===== src/rtl/mem_arbiter_if.sv =====
// Bundle of client-side and memory-side signals around the line-granular memory arbiter.
// master: the arbiter's view; slave: the caches/memory environment's view.
interface mem_arbiter_if;
  // icache client
  logic         ic_req_en;
  logic [19:0]  ic_req_addr;
  logic         ic_ack;
  logic         ic_rsp_en;
  logic [127:0] ic_rsp_line;
  // dcache client
  logic         dc_rd_en;
  logic [19:0]  dc_rd_addr;
  logic         dc_wb_en;
  logic [19:0]  dc_wb_addr;
  logic [127:0] dc_wb_line;
  logic         dc_ack;
  logic         dc_rsp_en;
  logic [127:0] dc_rsp_line;
  // memory port
  logic         mem_ren;
  logic [19:0]  mem_raddr;
  logic         mem_wen;
  logic [19:0]  mem_waddr;
  logic [127:0] mem_wline;
  logic         mem_rec_en;
  logic [19:0]  mem_rec_addr;
  logic [127:0] mem_rec_line;

  modport master (
    input  ic_req_en, ic_req_addr,
    output ic_ack, ic_rsp_en, ic_rsp_line,
    input  dc_rd_en, dc_rd_addr, dc_wb_en, dc_wb_addr, dc_wb_line,
    output dc_ack, dc_rsp_en, dc_rsp_line,
    output mem_ren, mem_raddr, mem_wen, mem_waddr, mem_wline,
    input  mem_rec_en, mem_rec_addr, mem_rec_line
  );

  modport slave (
    output ic_req_en, ic_req_addr,
    input  ic_ack, ic_rsp_en, ic_rsp_line,
    output dc_rd_en, dc_rd_addr, dc_wb_en, dc_wb_addr, dc_wb_line,
    input  dc_ack, dc_rsp_en, dc_rsp_line,
    input  mem_ren, mem_raddr, mem_wen, mem_waddr, mem_wline,
    output mem_rec_en, mem_rec_addr, mem_rec_line
  );
endinterface


===== src/rtl/mem_arbiter.sv =====
// Memory-port initiator: arbitrates icache fills, dcache fills and dcache writebacks,
// keeps one transaction in flight, enforces a minimum read latency and routes the
// returned line to the winning cache.
module mem_arbiter #(
  parameter int LATENCY = 5,
  parameter int TIMEOUT = 64
) (
  input  logic         clk,
  input  logic         rst,
  mem_arbiter_if.master bus,
  output logic         busy,
  output logic         err
);

  localparam logic [2:0] S_IDLE  = 3'd0;
  localparam logic [2:0] S_WRITE = 3'd1;
  localparam logic [2:0] S_READ  = 3'd2;
  localparam logic [2:0] S_WAIT  = 3'd3;
  localparam logic [2:0] S_RESP  = 3'd4;

  // cnt is 0 in the first WAIT cycle, so leaving WAIT at cnt == N-2 puts
  // rsp_en exactly N cycles after mem_ren (used for both latency and timeout).
  localparam logic [7:0]  LAT_EXIT  = 8'(LATENCY - 2);
  localparam logic [7:0]  TO_EXIT   = 8'(TIMEOUT - 2);
  localparam logic [19:0] LINE_MASK = 20'hFFFF0;

  logic [2:0]   state_q, state_d;
  logic         last_dc_q, last_dc_d;   // 1: dcache got the previous grant
  logic         gnt_dc_q, gnt_dc_d;     // 1: current transaction belongs to dcache
  logic         first_q, first_d;       // first cycle after grant (ack cycle)
  logic         rd_q, rd_d;             // transaction includes a read
  logic [7:0]   cnt_q, cnt_d;
  logic         got_q, got_d;           // matching response captured
  logic         err_q, err_d;
  logic [19:0]  raddr_q, raddr_d;
  logic [19:0]  waddr_q, waddr_d;
  logic [127:0] wline_q, wline_d;
  logic [127:0] cap_q, cap_d;
  logic [127:0] ic_line_q, ic_line_d;
  logic [127:0] dc_line_q, dc_line_d;

  logic         ic_pend, dc_pend, pick_ic, match, have_line;
  logic [127:0] line_now;

  // Next-state, grant and response-capture logic
  always_comb begin
    state_d   = state_q;
    last_dc_d = last_dc_q;
    gnt_dc_d  = gnt_dc_q;
    first_d   = 1'b0;
    rd_d      = rd_q;
    cnt_d     = cnt_q;
    got_d     = got_q;
    err_d     = err_q;
    raddr_d   = raddr_q;
    waddr_d   = waddr_q;
    wline_d   = wline_q;
    cap_d     = cap_q;
    ic_line_d = ic_line_q;
    dc_line_d = dc_line_q;

    ic_pend   = bus.ic_req_en;
    dc_pend   = bus.dc_rd_en | bus.dc_wb_en;
    pick_ic   = ic_pend & (~dc_pend | last_dc_q);
    match     = bus.mem_rec_en & (((bus.mem_rec_addr ^ raddr_q) & LINE_MASK) == 20'h0);
    have_line = got_q | match;
    line_now  = got_q ? cap_q : bus.mem_rec_line;

    case (state_q)
      S_IDLE: begin
        if (ic_pend | dc_pend) begin
          gnt_dc_d  = ~pick_ic;
          last_dc_d = ~pick_ic;
          first_d   = 1'b1;
          rd_d      = pick_ic | bus.dc_rd_en;
          raddr_d   = pick_ic ? bus.ic_req_addr : bus.dc_rd_addr;
          waddr_d   = bus.dc_wb_addr;
          wline_d   = bus.dc_wb_line;
          cnt_d     = 8'd0;
          got_d     = 1'b0;
          state_d   = (~pick_ic & bus.dc_wb_en) ? S_WRITE : S_READ;
        end
      end
      S_WRITE: begin
        state_d = rd_q ? S_READ : S_IDLE;
      end
      S_READ: begin
        cnt_d   = 8'd0;
        got_d   = 1'b0;
        state_d = S_WAIT;
      end
      S_WAIT: begin
        cnt_d = (cnt_q == 8'hFF) ? cnt_q : cnt_q + 8'd1;
        if (match & ~got_q) begin
          got_d = 1'b1;
          cap_d = bus.mem_rec_line;
        end
        if (have_line & (cnt_q >= LAT_EXIT)) begin
          if (gnt_dc_q) dc_line_d = line_now;
          else          ic_line_d = line_now;
          state_d = S_RESP;
        end else if (~have_line & (cnt_q >= TO_EXIT)) begin
          err_d = 1'b1;
          if (gnt_dc_q) dc_line_d = 128'h0;
          else          ic_line_d = 128'h0;
          state_d = S_RESP;
        end
      end
      S_RESP: begin
        state_d = S_IDLE;
      end
      default: begin
        state_d = S_IDLE;
      end
    endcase
  end

  // State registers; control and client-visible lines reset, datapath latches do not
  always_ff @(posedge clk) begin
    if (rst) begin
      state_q   <= S_IDLE;
      last_dc_q <= 1'b1;
      gnt_dc_q  <= 1'b0;
      first_q   <= 1'b0;
      rd_q      <= 1'b0;
      cnt_q     <= 8'd0;
      got_q     <= 1'b0;
      err_q     <= 1'b0;
      ic_line_q <= 128'h0;
      dc_line_q <= 128'h0;
    end else begin
      state_q   <= state_d;
      last_dc_q <= last_dc_d;
      gnt_dc_q  <= gnt_dc_d;
      first_q   <= first_d;
      rd_q      <= rd_d;
      cnt_q     <= cnt_d;
      got_q     <= got_d;
      err_q     <= err_d;
      ic_line_q <= ic_line_d;
      dc_line_q <= dc_line_d;
    end
    raddr_q <= raddr_d;
    waddr_q <= waddr_d;
    wline_q <= wline_d;
    cap_q   <= cap_d;
  end

  assign busy            = (state_q != S_IDLE);
  assign err             = err_q;
  assign bus.ic_ack      = first_q & ~gnt_dc_q;
  assign bus.dc_ack      = first_q & gnt_dc_q;
  assign bus.mem_ren     = (state_q == S_READ);
  assign bus.mem_raddr   = (state_q == S_READ) ? raddr_q : 20'h0;
  assign bus.mem_wen     = (state_q == S_WRITE);
  assign bus.mem_waddr   = (state_q == S_WRITE) ? waddr_q : 20'h0;
  assign bus.mem_wline   = (state_q == S_WRITE) ? wline_q : 128'h0;
  assign bus.ic_rsp_en   = (state_q == S_RESP) & ~gnt_dc_q;
  assign bus.dc_rsp_en   = (state_q == S_RESP) & gnt_dc_q;
  assign bus.ic_rsp_line = ic_line_q;
  assign bus.dc_rsp_line = dc_line_q;

endmodule


===== src/flat_wrapper.sv =====
// flat-port wrapper written by rule: the top's interface ports become plain ports
module mem_arbiter_flat 
#(
  parameter int LATENCY = 5,
  parameter int TIMEOUT = 64
)
  (clk, rst, busy, err, bus_ic_req_en, bus_ic_req_addr, bus_ic_ack, bus_ic_rsp_en, bus_ic_rsp_line, bus_dc_rd_en, bus_dc_rd_addr, bus_dc_wb_en, bus_dc_wb_addr, bus_dc_wb_line, bus_dc_ack, bus_dc_rsp_en, bus_dc_rsp_line, bus_mem_ren, bus_mem_raddr, bus_mem_wen, bus_mem_waddr, bus_mem_wline, bus_mem_rec_en, bus_mem_rec_addr, bus_mem_rec_line);
  mem_arbiter_if bus_i ();
  input  logic clk;
  input  logic rst;
  output logic busy;
  output logic err;
  input wire logic [$bits(bus_i.ic_req_en)-1:0] bus_ic_req_en;
  input wire logic [$bits(bus_i.ic_req_addr)-1:0] bus_ic_req_addr;
  output wire logic [$bits(bus_i.ic_ack)-1:0] bus_ic_ack;
  output wire logic [$bits(bus_i.ic_rsp_en)-1:0] bus_ic_rsp_en;
  output wire logic [$bits(bus_i.ic_rsp_line)-1:0] bus_ic_rsp_line;
  input wire logic [$bits(bus_i.dc_rd_en)-1:0] bus_dc_rd_en;
  input wire logic [$bits(bus_i.dc_rd_addr)-1:0] bus_dc_rd_addr;
  input wire logic [$bits(bus_i.dc_wb_en)-1:0] bus_dc_wb_en;
  input wire logic [$bits(bus_i.dc_wb_addr)-1:0] bus_dc_wb_addr;
  input wire logic [$bits(bus_i.dc_wb_line)-1:0] bus_dc_wb_line;
  output wire logic [$bits(bus_i.dc_ack)-1:0] bus_dc_ack;
  output wire logic [$bits(bus_i.dc_rsp_en)-1:0] bus_dc_rsp_en;
  output wire logic [$bits(bus_i.dc_rsp_line)-1:0] bus_dc_rsp_line;
  output wire logic [$bits(bus_i.mem_ren)-1:0] bus_mem_ren;
  output wire logic [$bits(bus_i.mem_raddr)-1:0] bus_mem_raddr;
  output wire logic [$bits(bus_i.mem_wen)-1:0] bus_mem_wen;
  output wire logic [$bits(bus_i.mem_waddr)-1:0] bus_mem_waddr;
  output wire logic [$bits(bus_i.mem_wline)-1:0] bus_mem_wline;
  input wire logic [$bits(bus_i.mem_rec_en)-1:0] bus_mem_rec_en;
  input wire logic [$bits(bus_i.mem_rec_addr)-1:0] bus_mem_rec_addr;
  input wire logic [$bits(bus_i.mem_rec_line)-1:0] bus_mem_rec_line;
  assign bus_i.ic_req_en = bus_ic_req_en;
  assign bus_i.ic_req_addr = bus_ic_req_addr;
  assign bus_ic_ack = bus_i.ic_ack;
  assign bus_ic_rsp_en = bus_i.ic_rsp_en;
  assign bus_ic_rsp_line = bus_i.ic_rsp_line;
  assign bus_i.dc_rd_en = bus_dc_rd_en;
  assign bus_i.dc_rd_addr = bus_dc_rd_addr;
  assign bus_i.dc_wb_en = bus_dc_wb_en;
  assign bus_i.dc_wb_addr = bus_dc_wb_addr;
  assign bus_i.dc_wb_line = bus_dc_wb_line;
  assign bus_dc_ack = bus_i.dc_ack;
  assign bus_dc_rsp_en = bus_i.dc_rsp_en;
  assign bus_dc_rsp_line = bus_i.dc_rsp_line;
  assign bus_mem_ren = bus_i.mem_ren;
  assign bus_mem_raddr = bus_i.mem_raddr;
  assign bus_mem_wen = bus_i.mem_wen;
  assign bus_mem_waddr = bus_i.mem_waddr;
  assign bus_mem_wline = bus_i.mem_wline;
  assign bus_i.mem_rec_en = bus_mem_rec_en;
  assign bus_i.mem_rec_addr = bus_mem_rec_addr;
  assign bus_i.mem_rec_line = bus_mem_rec_line;
  mem_arbiter #(.LATENCY(LATENCY), .TIMEOUT(TIMEOUT)) u_core (.clk(clk), .rst(rst), .bus(bus_i), .busy(busy), .err(err));
endmodule

===== config.mk =====
export PLATFORM = sky130hd
export DESIGN_NAME = mem_arbiter_flat
export DESIGN_NICKNAME = d
export VERILOG_FILES = /design/src/rtl/mem_arbiter_if.sv /design/src/rtl/mem_arbiter.sv /design/src/flat_wrapper.sv
export SDC_FILE = /design/constraint.sdc
export NUM_CORES = 1
export LEC_CHECK = 0
export ABC_CLOCK_PERIOD_IN_PS = 17000
export CAP_MARGIN = 20
export CORE_AREA = 2 2 299 301
export CTS_CLUSTER_SIZE = 14
export DETAILED_ROUTE_END_ITERATION = 8
export DIE_AREA = 0 0 301 303
export GPL_TIMING_DRIVEN = 1
export SYNTH_ARGS = -nofsm -noshare
export SYNTH_HDL_FRONTEND = slang
export SYNTH_SLANG_ARGS = --single-unit

===== constraint.sdc =====
create_clock -name clk -period 17 [get_ports clk]
set_clock_uncertainty 0.2 [all_clocks]
set_input_delay 3.4 -clock clk [delete_from_list [all_inputs] [get_ports clk]]
set_output_delay 3.4 -clock clk [all_outputs]
set_load 0.02 [all_outputs]

==> results.md <==
Die:
- The floorplan step defined a core boundary enclosing 87970 um2.
- The overall die width is 301 um.
- The die area is 91200 um2.
- The initial utilization of the core area, before any placement, comes to 0.2471.
- The number of top-level pins is 774.
- Row generation in the floorplan step produced between 100 and 150 rows.
- The height of the die is 303 um.

Yosys:
- The count of warnings emitted by yosys is 0.
- The dominant combinational cell family by area after synthesis is multiplexers.
- Of the total synthesized cell area, the portion taken by XOR and XNOR cells is 0.007656.
- The prevailing post-synth register cell is sky130_fd_sc_hd__edfxtp_1.
- After synthesis, the cell types taking the most area are sky130_fd_sc_hd__edfxtp_1, sky130_fd_sc_hd__dfxtp_1, sky130_fd_sc_hd__mux2i_1, sky130_fd_sc_hd__nand2_1, sky130_fd_sc_hd__a22oi_1.
- The complex-gate fraction of the synthesized area is 0.05238.
- The number of distinct library cell variants in the gate-level netlist after synthesis is 52.
- A synthesized cell averages 13.17 um2.
- Of the post-synthesis cell area, the dominant cell type holds 0.4089.
- The cell area that synthesis handed to floorplanning was 21740 um2.
- The multiplexer share of the synthesized area is 0.1292.
- The count of flip-flops with a built-in enable after synthesis is 296.
- The arithmetic-cell share of the synthesized area counting full adders, half adders and majority gates is 0.001151.
- The number of cells produced by synthesis is 1650.
- The flop and latch count out of synthesis is 569.
- The leading area contributor after synthesis is sky130_fd_sc_hd__edfxtp_1.
- The share of flip-flops with an asynchronous set or reset after synthesis is 0.
- Of the total synthesized cell area, the portion taken by AND, OR, NAND and NOR gates is 0.1139.
- The number of nets in the synthesized netlist is ~2000.
- The sequential element share of the synthesized area is 0.6604.

Outcome:
- The flow ran to the end, and the final reports show no timing, DRC or antenna violations.

Timing:
- The post-route fraction of the period consumed by the critical path is 0.4395.
- The transition at the pin with the smallest max-transition slack is ~1100 ps.
- Setup repair after global routing left no endpoint under its margin.
- The setup violation total in the final timing report is 0.
- The worst path needs between 7000 and 8000 ps of the cycle, external delays included.
- The worst setup margin is 9529 ps.
- The total negative slack is 0 ps.
- Timing would allow up to 133.9 MHz.
- The count of final hold-check violations came to 0.
- The number of slew-limit violations in the final report was 0.
- Headroom to the max-slew limit came out at 0.2757.
- Hold is met by 254.7 ps.

Pwr:
- The power per unit of standard cell area is 100.9 nW/um2.
- The analysis attributes to cell leakage a power of 10.56 nW.
- The worst-case IR drop observed on VDD is 94.05 uV.

Clock tree:
- TritonCTS built the clock tree.
- Clock latency on the worst-skew pair, taken at its later pin, is 600 ps.
- The number of setup buffers added after CTS is 0.
- The clock-pin transition on the worst setup and hold timing paths is 60 ps.
- The number of H-tree levels is 3.
- In this run the clock root is driven by a sky130_fd_sc_hd__clkbuf_16.
- The count of hold-fix buffers inserted at cts is 0.
- The total number of clock tree sinks is between 500 and 600.
- The number of gates resized after CTS was 0.
- The total CTS buffers is 67.
- The number of buffers on the longest clock path is 3.

Critical path:
- The dominant cell type by count on the critical path is sky130_fd_sc_hd__buf_4.
- Walking the worst path, the cells encountered are clkdlybuf4s50_1 -> xor2_1 -> nor4_4 -> nand3_2 -> or3_1 -> nand3_4 -> buf_4 -> buf_4 -> mux2i_1.
- The category of the worst setup path capture point is a register.
- The critical path is of the in -> reg type.
- The endpoint identified for the worst register-to-register timing path is u_core.bus.dc_rsp_line[30]$_SDFFE_PP0P_.
- STA puts the critical path data required time at 17320 ps.
- Data on the critical path arrives at its endpoint at between 7000 and 8000 ps.
- STA classifies the critical path startpoint as an input port.
- The beginning of the worst register-to-register path is u_core.state_q[1]$_SDFFE_PP0P_.
- Among all stages on the critical path, the largest delay is contributed by sky130_fd_sc_hd__buf_4.
- The number of cells traversed by the worst register-to-register path is 8.
- The worst register-to-register path has a setup slack of 11980 ps.
- In this design, the stage delay of the slowest critical-path cell is approximately 900 ps.
- In this run the worst path has a maximum fanout of between 50 and 60.

Placement:
- The count of buffers from port buffering is 769.
- The setup slack after placement is 8965 ps.
- The routability-driven placement congestion ratio is 0.9748.
- The number of cells after detailed placement is roughly 3500.
- The final HPWL from detailed placement is 53120 um.

GRT:
- The total global-route track usage is 0.1557.
- The total overflow reported by the global router is 0.
- The initial antenna violation count is 12.
- The first global-routing pass estimated 107500 um of wire.
- Entering global routing, the biggest net connects 133 pins.
- The via count of the first global-routing pass is 16399.

Hold path:
- The class of the tightest hold or removal check is reg -> reg.
- The hold path startpoint is u_core.bus.dc_rsp_line[36]$_SDFFE_PP0P_.
- The worst hold path was traced through 2 stages.
- The worst hold path terminates at u_core.bus.dc_rsp_line[36]$_SDFFE_PP0P_.

Final layout:
- After filler insertion, the fill cell instance count of the layout stands at 8482.
- From synthesis to final layout, the design area changed by 49.74%.
- The number of standard cells in the layout, taps in and fillers out is 3609.
- Of the cells placed in the final design, the portion with a size suffix greater than 1 is 0.06068.
- Once layout is complete, the utilization of the core stands at 0.3700.
- For this run, the post-layout net count is around 2700.

Detailed routing:
- The initial detailed-routing violation count is 1054.
- The routed layout has 15954 vias.
- The number of optimization iterations in the first detailed-route pass is 5.
- The detail route stage leaves a number of antenna-violating nets equal to 0.
- The detail-routed via count per cell is 4.421.
- The detailed-route DRC error count is 0.
- Summed over all layers, the routed wires come to 75040 um.
- After detailed routing, the average wire length per cell comes to between 20 and 25 um.

Run:
- Across the run, the number of max-cap violations was 0.
[area by class of cell]
cell class              instances  area, um2  share of cell area
flip-flops and latches        569      14350              0.4410
repair buffers                783       7840              0.2409
multi-input cells             960       6666              0.2048
clock buffers                  92       1893             0.05816
well taps                    1165       1458             0.04479
clock inverters                29      296.5            0.009111
inverters                       6      27.53           0.0008457
diodes                          5      12.51           0.0003844
[synthesized netlist by cell type (all sizes together), types with 3 or more instances]
master  count
a31oi       3
mux2       20
o21ai       7
nand2     270
a22oi     128
nor4        5
xnor2       8
and3       23
nor3        8
inv         5
buf        36
edfxtp    296
a21oi       9
xor2       11
dfxtp     273
nor2       17
nand3      11
mux2i     258
clkbuf     79
and2      152
or3         6
[stage by stage]
stage | power, mW | cell area [um2]
3_3_place_gp | 1.875 | 30350
2_1_floorplan | 1.701 | 21740
6_report | 3.284 | 32550
4_1_cts | 3.332 | 32540
5_1_grt | 3.406 | 32550
3_5_place_dp | 1.880 | 30350
[power breakdown]
group	internal [mW]	total, mW	switching, mW
clock network	0.847	1.43	0.586
logic	0.154	0.312	0.159
registers	1.52	1.54	0.0228
total	2.52	3.28	0.768
[worst max-delay path by stage]
| stage | to | slack, ps | from |
|---|---|---|---|
| 2_1_floorplan | u_core.cap_q[0]$_DFFE_PP_ | 3210 | bus_mem_rec_addr[16] |
| 3_3_place_gp | u_core.bus.dc_rsp_line[94]$_SDFFE_PP0P_ | 9000 | bus_mem_rec_addr[16] |
| 3_5_place_dp | u_core.bus.dc_rsp_line[89]$_SDFFE_PP0P_ | 8960 | bus_mem_rec_addr[16] |
| 4_1_cts | bus_mem_wline[74] | 9470 | u_core.state_q[1]$_SDFFE_PP0P_ |
| 5_1_grt | bus_mem_wline[74] | 9330 | u_core.state_q[1]$_SDFFE_PP0P_ |
| 6_report | u_core.bus.dc_rsp_line[30]$_SDFFE_PP0P_ | 9530 | bus_mem_rec_addr[16] |
[logic make-up after synthesis]
logic type,count (synthesis)
AO/OA/AOI/OAI,157
flip-flops,569
AND/OR/NAND/NOR,504
multiplexers,278
XOR/XNOR,19
adder cells (fa/ha/maj),2
buffers and inverters,121
[layout by cell type (no fill, tap or decap), drive strengths merged, types with 7 or more instances in the layout]
| master | n |
|---|---|
| buf | 14 |
| clkinv | 19 |
| dfxtp | 273 |
| a22oi | 128 |
| mux2 | 20 |
| mux2i | 258 |
| nand2 | 270 |
| and2 | 152 |
| o21ai | 7 |
| clkbuf | 92 |
| nand3 | 11 |
| clkdlybuf4s50 | 769 |
| nor2 | 17 |
| xnor2 | 8 |
| edfxtp | 296 |
| a21oi | 9 |
| inv | 9 |
| nor3 | 8 |
| and3 | 23 |
| xor2 | 11 |
[worst max-delay path, delay by kind of cell]
kind	cells	cell delay, ps
and+or+nand+nor	4	1520
xor gates and xnor gates	1	170
muxes	1	290
buffers and inverters	3	2150
[routing by layer]
layer | share of wire | track usage | up-vias
li1 | - | - | 7370
met1 | 0.40 | 0.1862 | 7884
met2 | 0.49 | 0.2617 | 568
met3 | 0.077 | 0.04647 | 124
met4 | 0.030 | 0.06243 | 8
met5 | 0.00069 | 0 | -
[sequential cells by signal, summed over array words and instances, names as in the netlist, 3 cells and up]
signal                  flops
u_core.raddr_q             20
u_core.state_q              3
u_core.wline_q            128
u_core.cap_q              128
u_core.bus.dc_rsp_line    128
u_core.cnt_q                8
u_core.waddr_q             20
u_core.bus.ic_rsp_line    128
No activity file was read; power rests on OpenSTA's default activity.
